$ cat src/rtl/seg7_multi_display.sv
// Multi-digit 7-segment controller: double-dabble decimal or direct hex nibbles, dp/overflow, optional SEG7_LEADING_ZERO_BLANK_EN.
// Latency load->hex_out: hex 1 edge, decimal DATA_W+1 edges; load ignored (not queued) while busy.
module seg7_multi_display #(
  parameter int DATA_W     = 20,
  parameter int NUM_DIGITS = 6,
  parameter int ACTIVE_LOW = 1
) (
  input  logic                    clk,
  input  logic                    reset,
  input  logic                    load,
  input  logic [DATA_W-1:0]       value,
  input  logic                    hex_mode,
  input  logic [NUM_DIGITS-1:0]   dp_mask,
  output logic                    busy,
  output logic                    overflow,
  output logic [8*NUM_DIGITS-1:0] hex_out
);

  // BCD register must hold every digit of 2^DATA_W-1 and every displayed nibble in hex mode
  localparam int BCD_DIG = (DATA_W * 3) / 10 + 1;
  localparam int NDIG    = (BCD_DIG > NUM_DIGITS) ? BCD_DIG : NUM_DIGITS;
  localparam int BW      = 4 * NDIG;
  localparam int CW      = $clog2(DATA_W + 1);
  localparam logic [7:0] POL = (ACTIVE_LOW != 0) ? 8'h00 : 8'hFF;

  function automatic logic [63:0] pow10(input int n);
    logic [63:0] p;
    p = 64'd1;
    for (int k = 0; k < n; k++) p = p * 64'd10;
    return p;
  endfunction

  localparam logic [63:0] DEC_LIMIT = pow10(NUM_DIGITS);

  function automatic logic [7:0] seg_code(input logic [3:0] n);
    case (n)
      4'h0: seg_code = 8'hC0;  4'h1: seg_code = 8'hF9;
      4'h2: seg_code = 8'hA4;  4'h3: seg_code = 8'hB0;
      4'h4: seg_code = 8'h99;  4'h5: seg_code = 8'h92;
      4'h6: seg_code = 8'h82;  4'h7: seg_code = 8'hF8;
      4'h8: seg_code = 8'h80;  4'h9: seg_code = 8'h98;
      4'hA: seg_code = 8'h88;  4'hB: seg_code = 8'h83;
      4'hC: seg_code = 8'hC6;  4'hD: seg_code = 8'hA1;
      4'hE: seg_code = 8'h86;  default: seg_code = 8'h8E;
    endcase
  endfunction

  function automatic logic [3:0] adj3(input logic [3:0] n);
    return (n >= 4'd5) ? n + 4'd3 : n;
  endfunction

  typedef enum logic [1:0] {IDLE, CONVERT, UPDATE} state_t;

  state_t                  r_state, w_next;
  logic [CW-1:0]           r_cnt;
  logic [DATA_W-1:0]       r_shift;
  logic [BW-1:0]           r_bcd, w_bcd_sh;
  logic [3:0]              w_adj, w_nib;
  logic [7:0]              w_code;
  logic                    r_ovf, r_busy, r_overflow;
  logic [NUM_DIGITS-1:0]   r_dp;
  logic [8*NUM_DIGITS-1:0] r_hex, w_disp;
  logic [63:0]             w_val64;
  logic                    w_ovf_in;
`ifdef SEG7_LEADING_ZERO_BLANK_EN
  logic                    w_lead;
`endif

  assign w_val64  = {{(64-DATA_W){1'b0}}, value};
  assign w_ovf_in = hex_mode ? ((w_val64 >> (4*NUM_DIGITS)) != 64'd0) : (w_val64 >= DEC_LIMIT);

  always_ff @(posedge clk) begin
    if (reset) r_state <= IDLE;
    else       r_state <= w_next;
  end

  always_comb begin
    w_next = r_state;
    case (r_state)
      IDLE:    if (load) w_next = hex_mode ? UPDATE : CONVERT;
      CONVERT: if (r_cnt == CW'(1)) w_next = UPDATE;
      UPDATE:  w_next = IDLE;
      default: w_next = IDLE;
    endcase
  end

  // One double-dabble step: adjust nibbles >=5, then shift in the next value bit
  always_comb begin
    w_bcd_sh    = '0;
    w_adj       = '0;
    w_bcd_sh[0] = r_shift[DATA_W-1];
    for (int i = 0; i < NDIG-1; i++) begin
      w_adj = adj3(r_bcd[4*i +: 4]);
      w_bcd_sh[4*i+1 +: 4] = w_adj;
    end
    w_adj = adj3(r_bcd[BW-1 -: 4]);
    w_bcd_sh[BW-1 -: 3] = w_adj[2:0];
  end

  always_comb begin
    w_disp = '0;
    w_nib  = '0;
    w_code = '0;
`ifdef SEG7_LEADING_ZERO_BLANK_EN
    w_lead = 1'b1;
`endif
    for (int i = NUM_DIGITS-1; i >= 0; i--) begin
      w_nib  = r_bcd[4*i +: 4];
      w_code = seg_code(w_nib);
`ifdef SEG7_LEADING_ZERO_BLANK_EN
      w_lead = w_lead && (w_nib == 4'd0) && (i != 0);
      if (w_lead) w_code = 8'hFF;
`endif
      if (r_ovf)   w_code = 8'hBF;
      if (r_dp[i]) w_code[7] = 1'b0;
      w_disp[8*i +: 8] = w_code ^ POL;
    end
  end

  always_ff @(posedge clk) begin
    if (reset) begin
      r_busy     <= 1'b0;
      r_overflow <= 1'b0;
      r_hex      <= {NUM_DIGITS{8'hFF ^ POL}};
      r_cnt      <= '0;
      r_shift    <= '0;
      r_bcd      <= '0;
      r_ovf      <= 1'b0;
      r_dp       <= '0;
    end else begin
      case (r_state)
        IDLE: if (load) begin
          r_busy  <= 1'b1;
          r_ovf   <= w_ovf_in;
          r_dp    <= dp_mask;
          r_cnt   <= CW'(DATA_W);
          r_shift <= value;
          r_bcd   <= hex_mode ? {{(BW-DATA_W){1'b0}}, value} : '0;
        end
        CONVERT: begin
          r_bcd   <= w_bcd_sh;
          r_shift <= r_shift << 1;
          r_cnt   <= r_cnt - CW'(1);
        end
        UPDATE: begin
          r_hex      <= w_disp;
          r_overflow <= r_ovf;
          r_busy     <= 1'b0;
        end
        default: ;
      endcase
    end
  end

  assign busy     = r_busy;
  assign overflow = r_overflow;
  assign hex_out  = r_hex;

endmodule

$ cat config.mk
export PLATFORM = sky130hd
export DESIGN_NAME = seg7_multi_display
export DESIGN_NICKNAME = d
export VERILOG_FILES = /design/src/rtl/seg7_multi_display.sv
export SDC_FILE = /design/constraint.sdc
export NUM_CORES = 1
export LEC_CHECK = 0
export BUFFER_PORTS_ARGS = -buffer_cell sky130_fd_sc_hd__clkbuf_2
export CAP_MARGIN = 0
export CORE_MARGIN = 1
export CORE_UTILIZATION = 60
export CTS_BUF_LIST = sky130_fd_sc_hd__clkbuf_16
export DETAILED_ROUTE_END_ITERATION = 8
export GPL_ROUTABILITY_DRIVEN = 0
export PLACE_DENSITY_LB_ADDON = 0.25
export REMOVE_ABC_BUFFERS = 1
export SLEW_MARGIN = 5
export SYNTH_ARGS = -nofsm -noshare
export SYNTH_HDL_FRONTEND = slang
export SYNTH_SLANG_ARGS = --single-unit
$ cat constraint.sdc
create_clock -name clk -period 5.6 [get_ports clk]
set_input_delay 0 -clock clk [delete_from_list [all_inputs] [get_ports clk]]
set_output_delay 0 -clock clk [all_outputs]
set_load 0.02 [all_outputs]
==> flow_results.xml <==
<?xml version="1.0" encoding="UTF-8"?>
<metrics>
  <group name="timing">
    <metric name="timing.max_slew.rel_slack" unit="">0.457</metric>
    <metric name="hold_violations" unit="">0</metric>
    <metric name="fin_crit_sh" unit="">0.558</metric>
    <metric name="grt_setup_unrepaired" unit="">no</metric>
    <metric name="final.hold.worst_slack" unit="ns">0.00682</metric>
    <metric name="tightestPinTransition" unit="ns">0.814</metric>
    <metric name="period_needed" unit="ns">3.12</metric>
    <metric name="clock-skew-final" unit="ns">0.00609</metric>
    <metric name="setup-violations-final" unit="">0</metric>
    <metric name="final-max-slew-violation-count" unit="">0</metric>
    <metric name="final_layout_setup_total_negative_slack" unit="ns">0</metric>
    <metric name="timing.fmax" unit="GHz">0.320</metric>
  </group>
  <group name="final_layout">
    <metric name="final_nets" unit="">1015</metric>
    <metric name="layout.core_utilization" unit="">0.718</metric>
    <metric name="filler_cell_count" unit="">917</metric>
    <metric name="final_cells" unit="">1121</metric>
    <metric name="multi_input_area" unit="um^2">4040</metric>
    <metric name="drive_above_1_share" unit="">0.162</metric>
    <metric name="num_antenna_cells" unit="">0</metric>
    <metric name="layout.area.seq" unit="um^2">3000</metric>
    <metric name="flow.area_growth_from_synthesis" unit="%">15.4</metric>
  </group>
  <group name="floorplanning">
    <metric name="chipWidth" unit="um">114</metric>
    <metric name="die_height" unit="um">114</metric>
    <metric name="initial_core_util" unit="">0.623</metric>
    <metric name="coreArea" unit="um^2">12100</metric>
    <metric name="num_io_pins" unit="">80</metric>
    <metric name="dieArea" unit="um^2">13000</metric>
    <metric name="num_rows" unit="">40</metric>
  </group>
  <group name="synthesis">
    <metric name="yosys_most_used_dff" unit="">dfxtp_1</metric>
    <metric name="synth-edff-count" unit="">0</metric>
    <metric name="synthCells" unit="">875</metric>
    <metric name="seq_area_frac_synth" unit="">0.398</metric>
    <metric name="yosys_warnings" unit="">0</metric>
    <metric name="ys_seq_elements" unit="">150</metric>
    <metric name="asyncSetResetFlopFracSynth" unit="">0</metric>
    <metric name="post_synth.cell_area_avg" unit="um^2">8.62</metric>
    <metric name="ys_types" unit="">74</metric>
    <metric name="synth_cell_area" unit="um^2">7540</metric>
  </group>
  <group name="critical_path">
    <metric name="critical_path_required" unit="ns">5.92</metric>
    <metric name="critical_path_buffers_and_inverters" unit="">2</metric>
    <metric name="worst_setup_path_end_kind" unit="">register</metric>
    <metric name="timing.critical_path.depth" unit="">12</metric>
    <metric name="critical-path-slowest-cell" unit="">nor3_1</metric>
    <metric name="r2r_setup_slack" unit="ns">2.48</metric>
    <metric name="worstPathCellList" unit="">inv_1, ha_1, nand2b_1, a21oi_2, xnor2_1, a211oi_1, nor3_1, inv_1, ha_1, nand2b_1, mux2_1, a22o_1</metric>
    <metric name="crit_type" unit="">register to register</metric>
    <metric name="worst_path_dominant_cell_family" unit="">simple AND/OR/NAND/NOR gates</metric>
    <metric name="worst-path-max-fanout" unit="">6</metric>
    <metric name="reg2reg_depth" unit="">12</metric>
    <metric name="worst-endpoint-arrival" unit="ns">3.44</metric>
    <metric name="critical_path.startpoint_type" unit="">register</metric>
    <metric name="worst_path_largest_cell_delay" unit="ns">0.55</metric>
  </group>
  <group name="clock_tree">
    <metric name="tritoncts.num_buffers" unit="">17</metric>
    <metric name="clock_tree.root_cell" unit="">clkbuf_16</metric>
    <metric name="ctsResizeCount" unit="">0</metric>
    <metric name="h-tree-depth" unit="">4</metric>
    <metric name="cts_max_path_buffers" unit="">2</metric>
    <metric name="cts_tree" unit="">yes</metric>
    <metric name="clk-insertion-delay-late" unit="ns">0.43</metric>
    <metric name="post_cts_setup_bufs" unit="">0</metric>
    <metric name="holdBufCountCts" unit="">19</metric>
    <metric name="cts_sinks" unit="">150</metric>
    <metric name="clkTransAtPathRegs" unit="ns">0.06</metric>
  </group>
  <group name="pwr">
    <metric name="vdd_ir_drop_max" unit="uV">166</metric>
    <metric name="total_leakage_power" unit="nW">3.85</metric>
    <metric name="pwr_density_cell" unit="nW/um^2">332</metric>
  </group>
  <group name="job">
    <metric name="cap_violations" unit="">0</metric>
  </group>
  <group name="placed_design">
    <metric name="post-dp-hpwl" unit="mm">11.3</metric>
    <metric name="placed_cells_incl_taps" unit="">1070</metric>
    <metric name="io_buffer_count" unit="">79</metric>
  </group>
  <group name="global_route">
    <metric name="grt.overflow.total" unit="">0</metric>
    <metric name="wire_length_of_the_first_global_routing_pass" unit="mm">29.0</metric>
    <metric name="number_of_global_route_vias_before_repair" unit="">6224</metric>
    <metric name="grt_max_degree" unit="">80</metric>
    <metric name="global_route.usage.total" unit="">0.279</metric>
    <metric name="initial_antenna_violation_count" unit="">0</metric>
  </group>
  <group name="route">
    <metric name="drt_iter0_drc" unit="">504</metric>
    <metric name="post-route-drc-count" unit="">0</metric>
    <metric name="totalWireLength" unit="mm">17.7</metric>
    <metric name="drt_pass1_iterations" unit="">7</metric>
    <metric name="wl_per_cell" unit="um">15.8</metric>
    <metric name="routed_via_count" unit="">6564</metric>
    <metric name="detail_route.vias_per_cell" unit="">5.86</metric>
    <metric name="ant_nets" unit="">0</metric>
  </group>
  <group name="hold_path">
    <metric name="holdPathStages" unit="">5</metric>
    <metric name="kind_of_path_behind_the_tightest_hold_check" unit="">input port to register</metric>
  </group>
  <group name="status">
    <metric name="run_status" unit="">finished, final reports clean</metric>
  </group>
</metrics>
[per-layer routing]
layer | share of wire | up-vias | GRT usage
li1 | - | 3203 | -
met1 | 0.42 | 3085 | 0.323
met2 | 0.50 | 234 | 0.491
met3 | 0.052 | 42 | 0.0566
met4 | 0.026 | 0 | 0.138
met5 | 0 | - | 0
[logic make-up after synthesis]
| logic type | Yosys count | synth area share |
|---|---|---|
| buffers and inverters | 112 | 0.0660 |
| muxes | 28 | 0.0392 |
| AOI/OAI and AO/OA | 226 | 0.219 |
| xor gates and xnor gates | 15 | 0.0174 |
| DFF | 150 | 0.398 |
| adders and majority gates | 45 | 0.0747 |
| and+or+nand+nor | 299 | 0.186 |
[synthesized netlist by cell type (3+ instances only)]
master,count,share of area
or3_1,4,0.0033
a221oi_2,3,0.0060
inv_1,42,0.021
buf_2,15,0.010
a211o_1,13,0.015
nor2_1,119,0.059
and2_1,8,0.0066
o21ai_1,5,0.0033
nand2_1,48,0.024
o221a_2,3,0.0045
xnor2_1,13,0.015
o21bai_1,38,0.038
a211oi_1,21,0.021
buf_1,7,0.0035
nor2b_1,4,0.0033
a221oi_1,6,0.0070
mux2i_1,22,0.029
dfxtp_1,150,0.40
inv_2,5,0.0025
a22o_1,6,0.0070
o22ai_1,15,0.012
a21oi_1,51,0.034
buf_4,5,0.0050
nand2b_1,9,0.0075
o31ai_1,6,0.0060
a2bb2oi_1,13,0.015
clkbuf_1,30,0.015
o21ai_0,11,0.0073
a22oi_1,6,0.0060
nand3_1,20,0.013
mux2_2,3,0.0045
buf_6,3,0.0045
nor3_1,58,0.039
ha_1,45,0.075
a31oi_1,6,0.0050
nor3b_1,11,0.011
nor4b_1,4,0.0046
[cell usage in the layout, fill, tap and decap left out, drive strengths merged, types with 3 or more instances in the layout]
cell type / instances
and2: 8
a21oi: 53
a22o: 6
a22oi: 6
o22ai: 15
nand2b: 9
nor3: 60
o21ai: 18
dlygate4sd3: 19
a2bb2oi: 13
clkinvlp: 5
clkinv: 7
nor4b: 4
o221a: 3
a31oi: 6
or3: 4
mux2: 6
ha: 45
a211oi: 22
o31ai: 6
a211o: 13
nor2b: 4
dfxtp: 150
a221oi: 9
o21bai: 38
nand3: 20
nand2: 49
inv: 50
bufinv: 3
nor2: 119
mux2i: 22
a311o: 3
xnor2: 13
clkbuf: 95
buf: 11
nor3b: 11
[worst min-delay path, delay by kind of cell]
kind | cells | cell delay, ns
and+or+nand+nor | 3 | 0.23
buffers and inverters | 1 | 0.09
AOI/OAI and AO/OA | 1 | 0.06
[where the power goes]
| part | leakage [nW] | internal, mW | switching (mW) |
|---|---|---|---|
| clock | 0.277 | 0.693 | 0.446 |
| sequential | 1.23 | 1.17 | 0.0516 |
| combinational | 2.34 | 0.215 | 0.312 |
[stage by stage]
stage | power, mW | instance area [um^2] | setup WS [ns]
global route | 3.01 | 8700 | 2.20
global placement | 1.72 | 7920 | 2.63
finish | 2.89 | 8700 | 2.48
floorplan | 1.60 | 7230 | 2.49
detailed placement | 1.75 | 7920 | 2.45
CTS | 2.90 | 8700 | 2.51
[path summary, 6_finish.rpt]
path | startpoint | end
setup / recovery | r_bcd[17]$_SDFFE_PP0N_ | register
hold / removal | value[1] | r_shift[1]$_SDFFE_PP0N_
setup reg to reg | r_bcd[17]$_SDFFE_PP0N_ | register
hold reg to reg | overflow$_SDFFE_PP0P_ | overflow$_SDFFE_PP0P_
[cell type report]
class                   instances  area share
multi-input cells             613       0.465
flip-flops and latches        150       0.345
repair buffers                108      0.0762
clock buffers                  17      0.0489
well taps                     168      0.0242
inverters                      50      0.0221
clock inverters                15      0.0187
(Power assumes the default switching activity.)
